## src/rtl/shift_ctrl_pkg.sv

```systemverilog
// shift_ctrl_pkg: shared types and constants for the shift sequencer.
//   state_t   - controller FSM states (IDLE, TX, RX)
//   core_op_t - operation select for the shift_core word register
//   NBITS_DEF - default width of the shared shift word
package shift_ctrl_pkg;

   localparam int NBITS_DEF = 4;

   typedef enum logic [1:0] {
      IDLE = 2'd0,
      TX   = 2'd1,
      RX   = 2'd2
   } state_t;

   typedef enum logic [1:0] {
      OP_HOLD = 2'd0,
      OP_LOAD = 2'd1,
      OP_ROT  = 2'd2,   // rotate left, MSB wraps into LSB
      OP_SHIN = 2'd3    // shift left, serial bit enters as LSB
   } core_op_t;

endpackage

```

## src/rtl/shift_core.sv

```systemverilog
// shift_core: the shared NBITS-wide word register.
// Ports:
//   clk_2     - clock, rising edge
//   reset     - asynchronous active-high reset, clears the word
//   op        - core_op_t encoding: hold / load / rotate-left / shift-in
//   load_data - word for OP_LOAD
//   ser_bit   - bit entering the LSB for OP_SHIN
//   word      - current register contents
// NBITS must be at least 2.
module shift_core
   import shift_ctrl_pkg::*;
#(
   parameter int NBITS = NBITS_DEF
) (
   input  logic             clk_2,
   input  logic             reset,
   input  logic [1:0]       op,
   input  logic [NBITS-1:0] load_data,
   input  logic             ser_bit,
   output logic [NBITS-1:0] word
);

   always_ff @(posedge clk_2 or posedge reset) begin
      if (reset) begin
         word <= '0;
      end else begin
         case (core_op_t'(op))
            OP_LOAD: word <= load_data;
            OP_ROT:  word <= {word[NBITS-2:0], word[NBITS-1]};
            OP_SHIN: word <= {word[NBITS-2:0], ser_bit};
            default: word <= word;
         endcase
      end
   end

endmodule

```

## src/rtl/shift_seq_ctrl.sv

```systemverilog
// shift_seq_ctrl: arbitrates between parallel load, serial transmit and
// serial receive of one shared shift word.
// Ports:
//   clk_2, reset           - clock (rising edge), async active-high reset
//   par_req, par_data      - parallel load request and word
//   tx_req                 - request to serialize the stored word, MSB first
//   ser_req, ser_bit       - serial-in bit valid and data
//   gnt_par/gnt_tx/gnt_ser - combinational grants, request taken this edge
//   busy                   - controller is in TX or RX
//   tx_bit, tx_valid       - serial-out data and qualifier
//   word_valid             - one-cycle pulse after a load or a full receive
//   done                   - one-cycle pulse after a full transmit
//   data_out               - current shift word
module shift_seq_ctrl
   import shift_ctrl_pkg::*;
#(
   parameter int NBITS = NBITS_DEF
) (
   input  logic             clk_2,
   input  logic             reset,
   input  logic             par_req,
   input  logic [NBITS-1:0] par_data,
   input  logic             tx_req,
   input  logic             ser_req,
   input  logic             ser_bit,
   output logic             gnt_par,
   output logic             gnt_tx,
   output logic             gnt_ser,
   output logic             busy,
   output logic             tx_bit,
   output logic             tx_valid,
   output logic             word_valid,
   output logic             done,
   output logic [NBITS-1:0] data_out
);

   localparam int CNT_W = $clog2(NBITS) + 1;
   localparam logic [CNT_W-1:0] LAST = CNT_W'(NBITS - 1);

   state_t           state, state_nxt;
   logic [CNT_W-1:0] cnt, cnt_nxt;
   core_op_t         op;
   logic             wv_nxt, done_nxt;
   logic [NBITS-1:0] word;

   shift_core #(.NBITS(NBITS)) u_core (
      .clk_2     (clk_2),
      .reset     (reset),
      .op        (op),
      .load_data (par_data),
      .ser_bit   (ser_bit),
      .word      (word)
   );

   // Fixed priority arbiter, only live in IDLE. Gated by reset so no grant
   // is visible while reset is held even though state already reads IDLE.
   logic idle;
   assign idle    = (state == IDLE) && !reset;
   assign gnt_par = idle && par_req;
   assign gnt_tx  = idle && !par_req && tx_req;
   assign gnt_ser = idle && !par_req && !tx_req && ser_req;

   assign busy     = (state != IDLE);
   assign tx_valid = (state == TX);
   assign tx_bit   = (state == TX) ? word[NBITS-1] : 1'b0;
   assign data_out = word;

   always_ff @(posedge clk_2 or posedge reset) begin
      if (reset) begin
         state      <= IDLE;
         cnt        <= '0;
         word_valid <= 1'b0;
         done       <= 1'b0;
      end else begin
         state      <= state_nxt;
         cnt        <= cnt_nxt;
         word_valid <= wv_nxt;
         done       <= done_nxt;
      end
   end

   always_comb begin
      state_nxt = state;
      cnt_nxt   = cnt;
      op        = OP_HOLD;
      wv_nxt    = 1'b0;
      done_nxt  = 1'b0;
      case (state)
         IDLE: begin
            if (gnt_par) begin
               op     = OP_LOAD;
               wv_nxt = 1'b1;
            end else if (gnt_tx) begin
               state_nxt = TX;
               cnt_nxt   = '0;
            end else if (gnt_ser) begin
               // The granting edge already captures the first bit.
               op        = OP_SHIN;
               cnt_nxt   = CNT_W'(1);
               state_nxt = RX;
            end
         end
         TX: begin
            // NBITS rotations in total, so the word ends where it started.
            op      = OP_ROT;
            cnt_nxt = cnt + 1'b1;
            if (cnt == LAST) begin
               state_nxt = IDLE;
               done_nxt  = 1'b1;
            end
         end
         RX: begin
            if (ser_req) begin
               op      = OP_SHIN;
               cnt_nxt = cnt + 1'b1;
               if (cnt == LAST) begin
                  state_nxt = IDLE;
                  wv_nxt    = 1'b1;
               end
            end
         end
         default: begin
            state_nxt = IDLE;
            cnt_nxt   = '0;
         end
      endcase
   end

endmodule

```

## config.mk

```make
export PLATFORM = sky130hd
export DESIGN_NAME = shift_seq_ctrl
export DESIGN_NICKNAME = d
export VERILOG_FILES = /design/src/rtl/shift_ctrl_pkg.sv /design/src/rtl/shift_core.sv /design/src/rtl/shift_seq_ctrl.sv
export SDC_FILE = /design/constraint.sdc
export NUM_CORES = 1
export LEC_CHECK = 0
export BUFFER_PORTS_ARGS = -buffer_cell sky130_fd_sc_hd__buf_2
export CORE_ASPECT_RATIO = 0.8
export CORE_MARGIN = 1
export CORE_UTILIZATION = 45
export DETAILED_ROUTE_END_ITERATION = 8
export GPL_TIMING_DRIVEN = 0
export MAX_ROUTING_LAYER = met4
export PLACE_DENSITY = 0.75
export REMOVE_ABC_BUFFERS = 1
export SLEW_MARGIN = 5
export SYNTH_ARGS = -nofsm -noshare
export SYNTH_HDL_FRONTEND = slang
export SYNTH_SLANG_ARGS = --single-unit
export TNS_END_PERCENT = 5
```

## constraint.sdc

```tcl
create_clock -name clk_2 -period 1.68 [get_ports clk_2]
set_input_delay 0.084 -clock clk_2 [delete_from_list [all_inputs] [get_ports clk_2]]
set_output_delay 0.084 -clock clk_2 [all_outputs]
set_load 0.01 [all_outputs]
```

==> metrics.cfg <==
[outcome]
status=finished, final reports clean

[setup_path]
path_cells=inv_2 > ha_4 > nor4b_4 > o21ai_4 > a32oi_1 > a31oi_1
crit_start=state[0]$_DFFE_PP0P_
crit_cells=6
cp_max_fo=6
rrSetupSlack_ns=0.03
timing.setup.critical_path_class=reg -> reg
rr_endpoint=u_core.word[0]$_DFFE_PP0P_
cp-end-kind=flip-flop
worstPathArrival_ns=1.81
crit_buf_inv=1
crit_slowest_cell=dfrtp_2
slowest_delay_ns=0.45
cp-start-kind=flip-flop
r2r_start=state[0]$_DFFE_PP0P_
crit_required_ns=1.84
ff2ff_path_depth=6
endpoint=u_core.word[0]$_DFFE_PP0P_
crit_family=compound AO/OA/AOI/OAI gates

[global_routing]
grtUsageMet2_pct=26.4
grt-busiest-layer=met1
grt_pass1_wl_mm=2.59
grt_use_met1_pct=26.4
antenna_found_initial=0
use_met3_pct=6.98
grt_pass1_vias=548
grt-ovfl-total=0
grt_usage_pct=19.8
grt_max_degree=12

[finish]
utilization_pct=60.5
diodes=0
final_nets=122
drive_above_1_share_pct=37.5
design_area_um2=1000
areaGrowthSynthToFinish_pct=24.3
instances_no_fill=126

[routing]
drt_iter0_drc=26
drt-pass1-iter-count=4
drt-total-wl_mm=1.67
viasPerCell=5.47
num_vias=689
ant_nets=0
wire_per_inst_um=13.2
drc=0

[die]
rows=13
die_x_um=49.3
die-area_um2=1970
die_y_um=39.9
start_util_pct=48.6
coreArea_um2=1660
pin_count=22

[clocking]
cts_setup_buffers=0
path_clk_slew_ns=0.07
cts_root_buffer=clkbuf_4
clk_latency_ns=0.28
cts_max_path_buffers=2
numCtsBuffers=3
h-tree-depth=1
cts.sinks=11
cts_tree=yes

[placement]
place.gp.congestion=0.799
hpwl_mm=1.35
place_inst=121
port_buffers=21
dp_slack_ns=-0.122
place_area_um2=940

[sta]
clock_skew_ns=0.00977
rsz0062_at_grt=yes
min_period_over_period_pct=98.3
worst_slew_pin_slew_ns=0.435
period_needed_ns=1.65
setup_violations=0
relSlewSlack_pct=71.0
worst_hold_slack_ns=0.113
fin_ws_ns=0.0284
fmax_mhz=605
fin_tns_setup_ns=0
drv_slew=0
hold_violations=0

[synthesis]
synth_area_um2=807
synth.most_common_cell=dfrtp_1
synthesis.instances=78
yosys_warnings=0
ys.flop_type=dfrtp_1
synth_edf_count=0
ys_types=32
synth-seq-cells=11
yosys.area.top_type_share_pct=34.1
syn_avg_cell_area_um2=10.3
synth-seq-area-share_pct=34.1
synth_top_cell_by_area=dfrtp_1
async_flop_share_pct=100
yosys-top-cells-count=dfrtp_1, inv_1, ha_1
synth_area_leaders=dfrtp_1, ha_1, a32oi_1

[power_and_ir_drop]
cellPowerDensity_nw_per_um2=1770
p_leak_nw=0.477
ir_drop_mv=0.951
total_power_mw=1.77

[job]
maxCapViolCount=0

[min_path]
min_path_type=in -> reg

[worst register-to-register path, stage by stage, from the launching register on]
cell and delay, ns:
dfrtp_2 0.45, inv_2 0.09, ha_4 0.19, nor4b_4 0.31, o21ai_4 0.13, a32oi_1 0.25, a31oi_1 0.12
[metal layers]
metal	vias to the layer above	part of all wire, %
met5	-	0
met4	0	0.96
met3	3	5.9
met2	27	42
met1	313	51
li1	346	-
[cell type report]
type                    count  area (um2)
repair buffers             22         115
well taps                  22        27.5
clock buffers               4        26.3
flip-flops and latches     11         277
inverters                  10        37.5
fillers                   150         656
multi-input cells          57         520
[what timing repair did]
action,4_1_cts,5_1_grt
setup endpoints to repair,6,8
gates resized for setup,5,3
pin swaps,0,2
hold buffers,1,0
endpoints found under the hold margin,11,0
[layout by cell type (no fill, tap or decap), types with 2 or more instances in the layout]
cell type  Yosys  routed
a21oi_1        2       2
and2_1         2       2
o211ai_1       3       3
inv_1          9       7
clkbuf_4       0       3
nand2b_1       3       3
mux2_1         3       3
a32oi_1        4       4
nand2_1        2       2
nor2b_1        4       4
dfrtp_1       11      10
inv_2          1       3
nor3_1         4       4
buf_2          0      21
a31oi_1        4       4
mux2i_1        2       2
ha_1           7       5
[sequential cells by signal, indices dropped and copies added (netlist names)]
| signal | cells |
|---|---|
| done | 1 |
| word_valid | 1 |
| cnt | 3 |
| state | 2 |
| u_core.word | 4 |
[logic make-up after synthesis]
| family | synth area share, % |
|---|---|
| adders and majority gates | 10.9 |
| and+or+nand+nor | 20.5 |
| muxes | 6.67 |
| DFF | 34.1 |
| AOI/OAI and AO/OA | 23.3 |
| buffers and inverters | 4.65 |
[where the power goes]
group	total, mW	switching, mW	internal [mW]
Clock	0.185	0.0932	0.0922
Combinational	1.10	0.589	0.515
Sequential	0.484	0.0968	0.387
[how the worst min path moves through the flow]
stage,cells past startpoint,slack [ns],start,end
after floorplan,1,-0.06,reset,cnt[0]$_DFFE_PP0P_
after global placement,2,0.16,reset,u_core.word[1]$_DFFE_PP0P_
after detailed placement,2,0.19,reset,u_core.word[0]$_DFFE_PP0P_
after CTS,3,0.1,ser_bit,u_core.word[0]$_DFFE_PP0P_
after global routing,3,0.09,ser_bit,u_core.word[0]$_DFFE_PP0P_
final,3,0.11,ser_bit,u_core.word[0]$_DFFE_PP0P_
(Power assumes the default switching activity.)
